**src/rtl/yarp_encode.sv**
```systemverilog
// RV32I instruction encoder: packs decoded fields into a 32-bit word, flags
// unrepresentable immediates, and queues results in a small addressed FIFO.
module yarp_encode #(
    parameter int          DEPTH     = 4,
    parameter logic [31:0] BASE_ADDR = 32'h0
) (
    input  logic                       clk,
    input  logic                       reset,
    input  logic                       flush_i,
    input  logic                       fld_valid_i,
    output logic                       fld_ready_o,
    input  logic [2:0]                 fld_type_i,
    input  logic [6:0]                 op_i,
    input  logic [4:0]                 rd_i,
    input  logic [4:0]                 rs1_i,
    input  logic [4:0]                 rs2_i,
    input  logic [2:0]                 funct3_i,
    input  logic [6:0]                 funct7_i,
    input  logic [31:0]                imm_i,
    output logic                       instr_valid_o,
    input  logic                       instr_ready_i,
    output logic [31:0]                instr_o,
    output logic [31:0]                instr_addr_o,
    output logic                       instr_err_o,
    output logic [$clog2(DEPTH):0]     count_o
);

    localparam int PW = $clog2(DEPTH);
    localparam int CW = PW + 1;

    typedef enum logic [2:0] {
        T_R = 3'd0,
        T_I = 3'd1,
        T_S = 3'd2,
        T_B = 3'd3,
        T_U = 3'd4,
        T_J = 3'd5
    } fld_type_e;

    logic [31:0] enc_word;
    logic        enc_err;

    // An immediate fits when every bit above the field's sign bit copies it.
    logic sext12_ok, sext13_ok, sext21_ok;
    assign sext12_ok = (&imm_i[31:11]) | ~(|imm_i[31:11]);
    assign sext13_ok = (&imm_i[31:12]) | ~(|imm_i[31:12]);
    assign sext21_ok = (&imm_i[31:20]) | ~(|imm_i[31:20]);

    always_comb begin
        enc_word = '0;
        enc_err  = 1'b0;
        case (fld_type_i)
            T_R: enc_word = {funct7_i, rs2_i, rs1_i, funct3_i, rd_i, op_i};
            T_I: begin
                enc_word = {imm_i[11:0], rs1_i, funct3_i, rd_i, op_i};
                enc_err  = ~sext12_ok;
            end
            T_S: begin
                enc_word = {imm_i[11:5], rs2_i, rs1_i, funct3_i, imm_i[4:0], op_i};
                enc_err  = ~sext12_ok;
            end
            T_B: begin
                enc_word = {imm_i[12], imm_i[10:5], rs2_i, rs1_i, funct3_i,
                            imm_i[4:1], imm_i[11], op_i};
                enc_err  = ~sext13_ok | imm_i[0];
            end
            T_U: begin
                enc_word = {imm_i[31:12], rd_i, op_i};
                enc_err  = |imm_i[11:0];
            end
            T_J: begin
                enc_word = {imm_i[20], imm_i[10:1], imm_i[11], imm_i[19:12], rd_i, op_i};
                enc_err  = ~sext21_ok | imm_i[0];
            end
            default: begin
                enc_word = '0;
                enc_err  = 1'b1;
            end
        endcase
    end

    logic [32:0]   mem [DEPTH];
    logic [PW-1:0] wr_ptr, rd_ptr;
    logic [CW-1:0] count;
    logic [31:0]   addr;
    logic          push, pop;

    // Ready comes only from the registered count, so a full FIFO cannot be
    // refilled in the same cycle it pops.
    assign fld_ready_o   = (count < CW'(DEPTH));
    assign instr_valid_o = (count != '0);
    assign push          = fld_valid_i & fld_ready_o & ~flush_i;
    assign pop           = instr_valid_o & instr_ready_i & ~flush_i;

    always_ff @(posedge clk or posedge reset) begin
        if (reset) begin
            wr_ptr <= '0;
            rd_ptr <= '0;
            count  <= '0;
            addr   <= BASE_ADDR;
        end else if (flush_i) begin
            wr_ptr <= '0;
            rd_ptr <= '0;
            count  <= '0;
            addr   <= BASE_ADDR;
        end else begin
            if (push) wr_ptr <= wr_ptr + PW'(1);
            if (pop) begin
                rd_ptr <= rd_ptr + PW'(1);
                addr   <= addr + 32'd4;
            end
            case ({push, pop})
                2'b10:   count <= count + CW'(1);
                2'b01:   count <= count - CW'(1);
                default: count <= count;
            endcase
        end
    end

    // NOTE: the storage array has no reset; a slot is only read after it has
    // been written, and the head outputs are gated to zero while empty.
    always_ff @(posedge clk) begin
        if (push) mem[wr_ptr] <= {enc_word, enc_err};
    end

    assign instr_o      = instr_valid_o ? mem[rd_ptr][32:1] : 32'h0;
    assign instr_err_o  = instr_valid_o & mem[rd_ptr][0];
    assign instr_addr_o = addr;
    assign count_o      = count;

endmodule

```
**config.mk**
```make
export PLATFORM = sky130hd
export DESIGN_NAME = yarp_encode
export DESIGN_NICKNAME = d
export VERILOG_FILES = /design/src/rtl/yarp_encode.sv
export SDC_FILE = /design/constraint.sdc
export NUM_CORES = 1
export LEC_CHECK = 0
export ABC_AREA = 1
export BUFFER_PORTS_ARGS = -buffer_cell sky130_fd_sc_hd__buf_2
export CAP_MARGIN = 40
export CORE_UTILIZATION = 56
export CTS_BUF_LIST = sky130_fd_sc_hd__clkbuf_8 sky130_fd_sc_hd__clkbuf_16
export CTS_CLUSTER_SIZE = 14
export DETAILED_ROUTE_END_ITERATION = 6
export HOLD_SLACK_MARGIN = 0.08
export PLACE_DENSITY_LB_ADDON = 0.1
export SLEW_MARGIN = 20
export SYNTH_ARGS = -nofsm -noshare
export SYNTH_HDL_FRONTEND = slang
export SYNTH_SLANG_ARGS = --single-unit
```
**constraint.sdc**
```tcl
create_clock -name clk -period 3.6 [get_ports clk]
set_clock_uncertainty 0.05 [all_clocks]
set_input_delay 0.36 -clock clk [delete_from_list [all_inputs] [get_ports clk]]
set_output_delay 0.36 -clock clk [all_outputs]
set_load 0.005 [all_outputs]
```
* Yosys cells after proc, flatten, opt, wreduce, memory -nomap -nowiden
Memory sizes are Yosys's and may differ from the RTL's. Cells that the tools add are included.
Cells by class: add/sub/neg operators 5, multiplexer cells 13, reduce and logical (&&, ||, !) cells 13, bitwise gates (word level) 17, order comparisons 1, equality and inequality tests 7
Operator list (count):
- one-hot mux 32 bit (6 select lines) | 1
- two-way mux 32 bit | 3
- adder 32 x 3 -> 32 bit, second input constant | 1
- OR reduction 12 bit | 2
- AND reduction 21 bit | 1
- OR reduction 21 bit | 1
- AND reduction 20 bit | 1
- OR reduction 20 bit | 1
- AND reduction 12 bit | 1
- two-way mux 2 bit | 4
- NOT 1 bit | 7
- equality test 3 x 2 -> 1 bit, second input constant | 2
- equality test 3 bit, second input constant | 2
- one-hot mux 3 bit (2 select lines) | 1
- nonzero test 3 bit | 2
- bitwise AND 1 bit | 5
- bitwise OR 1 bit | 5
- one-hot mux 1 bit (5 select lines) | 1
- adder 2 x 1 -> 2 bit, second input constant | 2
- nonzero test 2 bit | 2
- adder 3 x 1 -> 3 bit, second input constant | 1
- equality test 3 x 1 -> 1 bit, second input constant | 1
- logical NOT 3 bit | 1
- less-than comparator 3 bit, second input constant | 1
- other kinds (6) | 7
Storage, ports and cells: logic and storage cells 61, RAM bits 132, output and inout bits 70, memories 1, register bits after elaboration 39
Memory list:
- mem | words 4, width 33, rd ports 1, clocked after memory_dff 0, wr ports 1, RTL line 82 | logic [32:0] mem [DEPTH];

* Depth between registers and ports, before layout
Gate-level depths: netlist of run 1.
depth in word-level cells 6, depth in mapped cells 10

* Worst setup path before layout of run 1
OpenSTA, ideal clock, no wires.
path kind input to register, start input flush_i, end memory mem[0][0] (enable), data required time 3.127 ns, data arrival time 2.240 ns, slack 0.887 ns, stages 4, cells stage by stage inv_1 > buf_2 > nand3_1 > nor2_1
On the way: longest elaborated chain between the ends 4
Ends and longest elaborated chain:
- start, declared | RTL line 9 | input logic flush_i,
- NOT 1 bit | RTL line 92 | assign push = fld_valid_i & fld_ready_o & ~flush_i;
- bitwise AND 1 bit | RTL line 92
- two-way mux 1 bit | RTL line 123 | if (push) mem[wr_ptr] <= {enc_word, enc_err};
- two-way mux 1 bit (not written as such) | RTL line 123
- end, declared | RTL line 82
No other way between the ends.

* Final worst setup path of run 1
start register rd_ptr[0], end output instr_o[11]
On the way: longest elaborated chain between the ends 2
Ends and longest elaborated chain:
- start, declared | RTL line 83 | logic [PW-1:0] wr_ptr, rd_ptr;
- start signal, assigned | RTL line 109 | rd_ptr <= rd_ptr + PW'(1);
- memory read (4 x 33 bit)
- two-way mux 32 bit | RTL line 126 | assign instr_o = instr_valid_o ? mem[rd_ptr][32:1] : 32'h0;
- end, declared | RTL line 22 | output logic [31:0] instr_o,
No other way between the ends.

==> results of run 1 <==
Yosys cell counts, types with 2 or more instances:
cell	count	share of area
nor2_1	234	0.11
nand2_1	173	0.079
edfxtp_1	132	0.48
o21ai_0	86	0.052
inv_1	85	0.039
a21oi_1	46	0.028
dfrtp_1	37	0.11
nand3_1	31	0.019
clkbuf_1	14	0.0064
buf_2	11	0.0067
nand4_1	10	0.0076
nor3_1	8	0.0048
o211ai_1	6	0.0055
ha_1	5	0.0076
buf_4	4	0.0036
nand2_2	4	0.0030
nor2_2	4	0.0030
o221ai_1	4	0.0042
a22o_1	3	0.0032
nand2_4	3	0.0041
a31oi_1	2	0.0015
buf_1	2	0.00091
clkbuf_8	2	0.0033
clkinv_1	2	0.00091
inv_2	2	0.00091
nand3_2	2	0.0024
nor2_4	2	0.0027
metrics by stage:
| stage | cell area, um2 | hold slack (ps) | setup WS, ps |
|---|---|---|---|
| 2_1_floorplan | 8264 | 381.1 | 886.7 |
| 3_3_place_gp | 9146 | 448.3 | 1447 |
| 3_5_place_dp | 9146 | 455.0 | 1450 |
| 4_1_cts | 9767 | 233.9 | 979.9 |
| 5_1_grt | 9767 | 249.3 | 831.5 |
| 6_report | 9767 | 245.2 | 977.5 |
cell families (layout without fill, tap and decap cells):
group | count (synthesis) | count (layout) | synth area share
AOI/OAI and AO/OA | 152 | 152 | 0.09891
adders and majority gates | 6 | 6 | 0.009997
buffers and inverters | 122 | 275 | 0.06135
DFF | 169 | 169 | 0.5919
other | 1 | 2 | 0.0004540
and+or+nand+nor | 476 | 476 | 0.2374
power breakdown:
| group | internal (W) | total (W) | switching [W] |
|---|---|---|---|
| Sequential | 0.00230 | 0.00236 | 0.0000597 |
| Clock | 0.00109 | 0.00184 | 0.000752 |
| Combinational | 0.000528 | 0.00156 | 0.00103 |
what timing repair did:
item / in CTS / in global routing
endpoints found under the hold margin: 38 / 0
hold buffers: 2 / 0
resized for setup: 0 / 0
registers in the layout, summed over array words and instances, names as in the netlist:
name          count
mem             132
instr_addr_o     30
rd_ptr            2
count_o           3
wr_ptr            2
cell type report:
class | instances | area, um2 | area share
clock inverter | 15 | 175.2 | 0.01793
sequential | 169 | 4891 | 0.5008
inverter | 89 | 334.1 | 0.03420
tap | 184 | 230.2 | 0.02357
multi-input combinational | 636 | 2898 | 0.2967
timing repair buffer | 154 | 813.3 | 0.08327
clock buffer | 17 | 425.4 | 0.04356
worst paths after layout:
kind,cells past startpoint,from,to
max,5,rd_ptr[0]$_DFFE_PP0N_,instr_o[11]
min,3,rs1_i[2],mem[3][18]$_DFFE_PP_
max reg2reg,4,count_o[2]$_DFFE_PP0P_,mem[3][32]$_DFFE_PP_
min reg2reg,1,instr_addr_o[10]$_DFFE_PP0N_,instr_addr_o[10]$_DFFE_PP0N_
max in group asynchronous,4,reset,rd_ptr[0]$_DFFE_PP0N_
min in group asynchronous,4,reset,count_o[0]$_DFFE_PP0P_
worst min-delay path: stages:
cell and delay (ps):
buf_2 80, nand2_1 40, nand2_1 110
placed cells by master (no fill, tap or decap), types with 10 or more instances in the layout:
master	n
o21ai_0	86
nand4_1	10
dfrtp_1	36
clkbuf_16	17
nand3_1	31
buf_4	13
nor2_1	230
a21oi_1	46
edfxtp_1	132
inv_1	86
nand2_1	173
buf_2	139
routing by layer:
metal  vias to the layer above  share of wire  global-route usage
li1                       3337              -                   -
met2                       292           0.49              0.4571
met4                         0         0.0099             0.07304
met3                        18          0.079             0.06919
met5                         -              0                   0
met1                      3192           0.42              0.3574
==> impl_metrics.toml, run 1 <==
[status]
status = "finished, final reports clean"

[cts]
clockBufferDepth = 2
clk_latency_ps = 420
htree_levels = 4
cts_buffers = 17
cts_tree = "built"
cts_root_buf = "clkbuf_16"
cts_sinks = 169
postCtsSetupBuffers = 0
path_clk_slew_ps = 60

[timing]
slew_viol_final = 0
timing.final.crit_share = 0.7285
rsz0062_at_grt = "no"
achievable-frequency_mhz = 381.3
tightest_slew_ps = 832.2
finalCriticalPeriod_ps = 2623
hold_viol = 0
setup_viol = 0
maxSlewHeadroom = 0.4409
tns_ps = 0

[synthesis]
ys_seq_area_frac = 0.5919
ys.flop_type = "edfxtp_1"
yosysUniqueCellTypes = 39
synth_cells = 926
yosys_warnings = 0
syn_avg_cell_area_um2 = 8.921
synth_seq_cells = 169
ys_async_sr_fraction = 0.2189
syn_area_um2 = 8260
synth_edf_count = 132

[layout]
drive_gt1_frac = 0.1907
syn2layout_area_growth_pct = 18.24
fillers = 1199
diodes = 0
finalNetCount = 1145
finalNonFillerCells = 1264
final_util = 0.6746

[global_routing]
first_global_vias = 6244
grt_max_degree = 68
grt_pass1_wl_um = 31190
antenna_found_initial = 0
grt_use_total = 0.2745
grt-ovfl-total = 0

[setup_path]
critPathSlowestCell = "inv_1"
worst_setup_path_start_kind = "flip-flop"
path_delay_family = "buffers and inverters"
crit_arrival_ps = 2210
ff2ff_setup_slack_ps = 1520
crit_path_max_fanout = 24
crit_path_end_kind = "output pin"
critPathKind = "reg -> out"
critical_path.cell_chain = "inv_1, buf_4, o21ai_0, a21oi_1, buf_2"
cp.required_ps = 3190
path_buf_inv = 3
max_stage_delay_ps = 470

[drt]
vias = 6839
vias_per_cell = 5.411
antenna_left = 0
wl_per_cell_um = 15.70
drc_errors = 0
firstDrtPassIters = 7
wl_um = 19850
dr.first_iter.drc_count = 484

[power]
leakage_nw = 4.195
p_per_area_nw_per_um2 = 589.8
peakVddDrop_mv = 0.3661
finalPower_w = 0.005761

[die]
rows = 44
start_util = 0.5705
io_pins = 142
core_area_um2 = 14480
die-area_um2 = 15240
die_y_um = 123.5
die_w_um = 123.5

[placed_design]
placed_cells = 1230
io_buffers = 139
dp_hpwl_um = 13690
finalWeightedCongestion = 0.9491

[flow_run]
maxCapViolCount = 0

[min_path]
hold_path.class = "in -> reg"
Note: power is estimated with default switching activity, not from simulation.
==> inputs of run 2 (changes only) <==
==> constraint.sdc (replaced) <==
create_clock -name clk -period 2.61 [get_ports clk]
set_clock_uncertainty 0.05 [all_clocks]
set_input_delay 0.261 -clock clk [delete_from_list [all_inputs] [get_ports clk]]
set_output_delay 0.261 -clock clk [all_outputs]
set_load 0.005 [all_outputs]
==> run 2 against run 1 <==
Sequential share of layout area decreased by 0.058 points; largest cell class unchanged; global-route usage down 0.055 points; setup slack got worse by 600 ps; die area unchanged; wire length grew 0.20%; first-iteration DRC count increased by 0.83%.
==> impl_metrics.toml, run 2 (same netlist as run 1, synthesis figures left out) <==
[status]
status = "finished, final reports clean"

[setup_path]
worst_setup_path_start_kind = "flip-flop"
critical_path.cell_chain = "nor2_1, nand2_4, inv_1, buf_4, a21oi_1, buf_2"
crit_arrival_ps = 1920
crit_path_max_fanout = 33
reg2regPathDepth = 4
critPathKind = "reg -> out"
critPathSlowestCell = "dfrtp_1"
crit_path_end_kind = "output pin"
max_stage_delay_ps = 430
cp.required_ps = 2300

[drt]
wl_per_cell_um = 15.72
vias = 6787
drc_errors = 0
wl_um = 19890
antenna_left = 0
firstDrtPassIters = 6
dr.first_iter.drc_count = 488
vias_per_cell = 5.365

[die]
die_y_um = 123.5
die-area_um2 = 15240
core_area_um2 = 14480
io_pins = 142
rows = 44
die_w_um = 123.5
start_util = 0.5705

[global_routing]
grt_use_total = 0.2739
grt_max_degree = 41
grt-ovfl-total = 0
grt_pass1_wl_um = 31110
first_global_vias = 6185
antenna_found_initial = 1

[cts]
cts_tree = "built"
path_clk_slew_ps = 70
clockBufferDepth = 2
cts_sinks = 169
cts_root_buf = "clkbuf_16"
hold_buffers = 2
htree_levels = 4
cts.repair.resized = 0
postCtsSetupBuffers = 0
cts_buffers = 17
clk_latency_ps = 430

[layout]
layout_common_cells = "nor2_1, nand2_1, buf_2"
regArea_um2 = 4891
finalNetCount = 1146
largest_reg_flops = 132
multiInputGateArea_um2 = 2898
drive_gt1_frac = 0.1924
fillers = 1196
diodes = 0
final_common_cell = "nor2_1"
syn2layout_area_growth_pct = 18.37
largest-register = "mem"

[timing]
slew_viol_final = 0
maxSlewHeadroom = 0.4438
achievable-frequency_mhz = 447.6
timing.final.crit_share = 0.8560
timing.hold.ws_ps = 142.9
tns_ps = 0
tightest_slew_ps = 827.9
finalCriticalPeriod_ps = 2234
hold_viol = 0
setup_viol = 0
rsz0062_at_grt = "no"

[placed_design]
io_buffers = 139
finalWeightedCongestion = 0.9245
dp_hpwl_um = 13320

[min_path]
hold_path.class = "in -> reg"
holdPathStages = 3

[power]
p_per_area_nw_per_um2 = 812.8
finalPower_w = 0.007948
peakVddDrop_mv = 0.6429
leakage_nw = 4.218

[flow_run]
maxCapViolCount = 0
## run 2: critical path, delay by kind of cell (launching register included)
family	cells	cell delay, ps
AO/OA/AOI/OAI	1	130
flip-flops	1	430
buffers and inverters	3	620
AND/OR/NAND/NOR	2	290
## run 2: final cells by class
cell class | count | area share
Timing Repair Buffer | 155 | 0.08522
Multi-Input combinational cell | 636 | 0.2964
Sequential cell | 169 | 0.5002
Clock inverter | 15 | 0.01702
Clock buffer | 17 | 0.04351
Tap cell | 184 | 0.02354
Inverter | 89 | 0.03417
## run 2: worst paths after layout
kind                                              start                            to  slack [ps]
max in group asynchronous                         reset         rd_ptr[0]$_DFFE_PP0N_        1700
hold / removal                              funct3_i[0]          mem[0][13]$_DFFE_PP_         140
setup / recovery                 count_o[0]$_DFFE_PP0P_                   instr_o[14]         380
min in group asynchronous                         reset        count_o[2]$_DFFE_PP0P_         440
hold reg to reg            instr_addr_o[31]$_DFFE_PP0N_  instr_addr_o[31]$_DFFE_PP0N_         490
setup reg to reg                 count_o[2]$_DFFE_PP0P_           mem[3][8]$_DFFE_PP_         650
## run 2: where the power goes
group / leakage, nW / switching, W / internal [W]
clock: 0.297 / 0.00109 / 0.00143
sequential: 1.72 / 0.0000862 / 0.00317
combinational: 2.20 / 0.00143 / 0.000739
total: 4.22 / 0.00261 / 0.00534
## run 2: through the flow
stage | utilization | setup WS [ps] | std cells | instance area (um2)
5_1_grt | 0.6753 | 247.4 | 1265 | 9778
6_report | 0.6753 | 375.8 | 1265 | 9778
4_1_cts | 0.6753 | 332.3 | 1265 | 9778
3_3_place_gp | 0.6331 | 713.6 | 1231 | 9166
2_1_floorplan | - | -4.288 | 927 | 8264
3_5_place_dp | 0.6331 | 651.6 | 1231 | 9166
## run 2: per-layer routing
layer,up-vias,wire (um),track usage
met5,-,0,0
met4,0,190,0.07078
met3,17,1315,0.05950
met2,246,9692,0.4595
met1,3176,8691,0.3608
li1,3348,-,-
==> inputs of run 3 (changes only) <==
--- a/config.mk
+++ b/config.mk
@@ -12,6 +12,7 @@
 export CTS_BUF_LIST = sky130_fd_sc_hd__clkbuf_8 sky130_fd_sc_hd__clkbuf_16
 export CTS_CLUSTER_SIZE = 14
 export DETAILED_ROUTE_END_ITERATION = 6
+export GPL_TIMING_DRIVEN = 0
 export HOLD_SLACK_MARGIN = 0.08
 export PLACE_DENSITY_LB_ADDON = 0.1
 export SLEW_MARGIN = 20
==> run 3 against run 2 <==
Non-clock buffer count up 29; wire length up 5.6%; cell area up 1.9%; flip-flop and latch count unchanged; critical path type unchanged; critical endpoint is now instr_o[19].
==> impl_metrics.toml, run 3 (same netlist as run 1, synthesis figures left out) <==
[status]
status = "finished, final reports clean"

[global_routing]
use_met3 = 0.05720
grt_busiest_layer = "met2"
grt_use_total = 0.2809
antenna_found_initial = 0
grt_pass1_wl_um = 31440
grt_max_degree = 35
use_met2 = 0.4710
grt-ovfl-total = 0
first_global_vias = 6203
use_met1 = 0.3689

[layout]
final_common_cell = "nor2_1"
drive_gt1_frac = 0.2036
fillers = 1145
largest-register = "mem"
syn2layout_area_growth_pct = 20.63
largest_reg_flops = 132
finalNetCount = 1175
final_util = 0.6882
layout_common_cells = "nor2_1, nand2_1, buf_2"
diodes = 0

[drt]
firstDrtPassIters = 5
wl_um = 21000
vias = 6920
drc_errors = 0
wl_per_cell_um = 16.22
dr.first_iter.drc_count = 487
vias_per_cell = 5.348
antenna_left = 0

[placed_design]
finalWeightedCongestion = 0.9603
pre_cts_slack_ps = 183.1
io_buffers = 138
dp_hpwl_um = 15180

[setup_path]
crit_path_max_fanout = 10
r2r-start = "count_o[2]$_DFFE_PP0P_"
crit_path_end_kind = "output pin"
reg2regPathDepth = 4
cp.required_ps = 2300
r2r-end = "mem[2][8]$_DFFE_PP_"
crit_arrival_ps = 2170
ff2ff_setup_slack_ps = 630
critPathKind = "reg -> out"
worst_setup_path_start_kind = "flip-flop"

[cts]
htree_levels = 4
cts_sinks = 169
cts_root_buf = "clkbuf_16"
clk_latency_ps = 430
path_clk_slew_ps = 70
cts_tree = "built"
cts_buffers = 17
clockBufferDepth = 2

[timing]
timing.final.crit_share = 0.9498
fin_ws_ps = 131.0
timing.hold.ws_ps = 141.9
slew_viol_final = 0
maxSlewHeadroom = 0.6150
finalCriticalPeriod_ps = 2479
tns_ps = 0
achievable-frequency_mhz = 403.4
hold_viol = 0
setup_viol = 0
rsz0062_at_grt = "no"
tightest_slew_ps = 577.4

[power]
peakVddDrop_mv = 0.5639
leakage_nw = 4.330
p_per_area_nw_per_um2 = 794.9
finalPower_w = 0.007921

[min_path]
holdPathStages = 3
min_to = "mem[2][6]$_DFFE_PP_"
hold_path.class = "in -> reg"
worstHoldStart = "op_i[5]"

[die]
die_w_um = 123.5
core_area_um2 = 14480
rows = 44
die-area_um2 = 15240
io_pins = 142
die_y_um = 123.5
start_util = 0.5705

[flow_run]
maxCapViolCount = 0
[run 3: changes by cell type in the layout (fill, tap and decap cells not counted), moves of 2 or more]
cell / before / now
clkinv_4: 2 / 0
inv_6: 4 / 8
clkbuf_1: 0 / 10
clkbuf_8: 0 / 2
clkbuf_4: 0 / 2
buf_12: 1 / 3
clkbuf_2: 0 / 5
buf_2: 139 / 148
buf_4: 13 / 8
clkinv_2: 1 / 3
bufinv_16: 2 / 0
buf_16: 0 / 3
[run 3: layout make-up]
class                      instances  area (um2)  area share
buffer                            33       183.9     0.01846
clock buffer                      17       425.4     0.04269
clock inverter                    15       115.1     0.01155
inverter                          89       334.1     0.03353
multi-input combinational        636        2898      0.2908
sequential                       169        4890      0.4907
tap                              184       230.2     0.02310
timing repair buffer             151       888.4     0.08915
[run 3: worst max-delay path, cell delays in order, from the launching register on]
cell and delay [ps]:
dfrtp_1 360, buf_2 150, inv_1 100, clkbuf_1 440, o21ai_0 190, a21oi_1 310
buf_2 180
[run 3: stage by stage]
stage | instance area, um2 | std cells
floorplan | 8264 | 927
finish | 9965 | 1294
detailed placement | 9338 | 1254
global placement | 9185 | 1249
CTS | 9898 | 1288
global route | 9965 | 1294
[run 3: how the worst max path moves through the flow]
stage | to | startpoint | cells after the start | slack (ps)
finish | instr_o[19] | rd_ptr[0]$_DFFE_PP0N_ | 6 | 130
global route | instr_o[14] | rd_ptr[1]$_DFFE_PP0N_ | 7 | 3
CTS | mem[0][12]$_DFFE_PP_ | flush_i | 7 | 70
detailed placement | mem[0][11]$_DFFE_PP_ | flush_i | 6 | 180
global placement | mem[0][11]$_DFFE_PP_ | flush_i | 5 | -1410
floorplan | mem[0][0]$_DFFE_PP_ | flush_i | 4 | -4
[run 3: routing by layer]
layer | wire (um) | vias to the layer above
met4 | 293 | 0
li1 | - | 3394
met3 | 1370 | 25
met1 | 9018 | 3220
met2 | 10310 | 281
met5 | 0 | -
[run 3: repair_timing]
item / 4_1_cts / 5_1_grt
setup endpoints to repair: 0 / 46
setup buffers: 0 / 5
hold buffers: 2 / 0
hold endpoints to repair: 40 / 0
gates resized for setup: 0 / 11
[run 3: power breakdown]
part           leakage, nW  switching (W)  internal [W]
Sequential            1.72      0.0000843       0.00316
Clock                0.280        0.00108       0.00124
Combinational         2.33        0.00153      0.000823
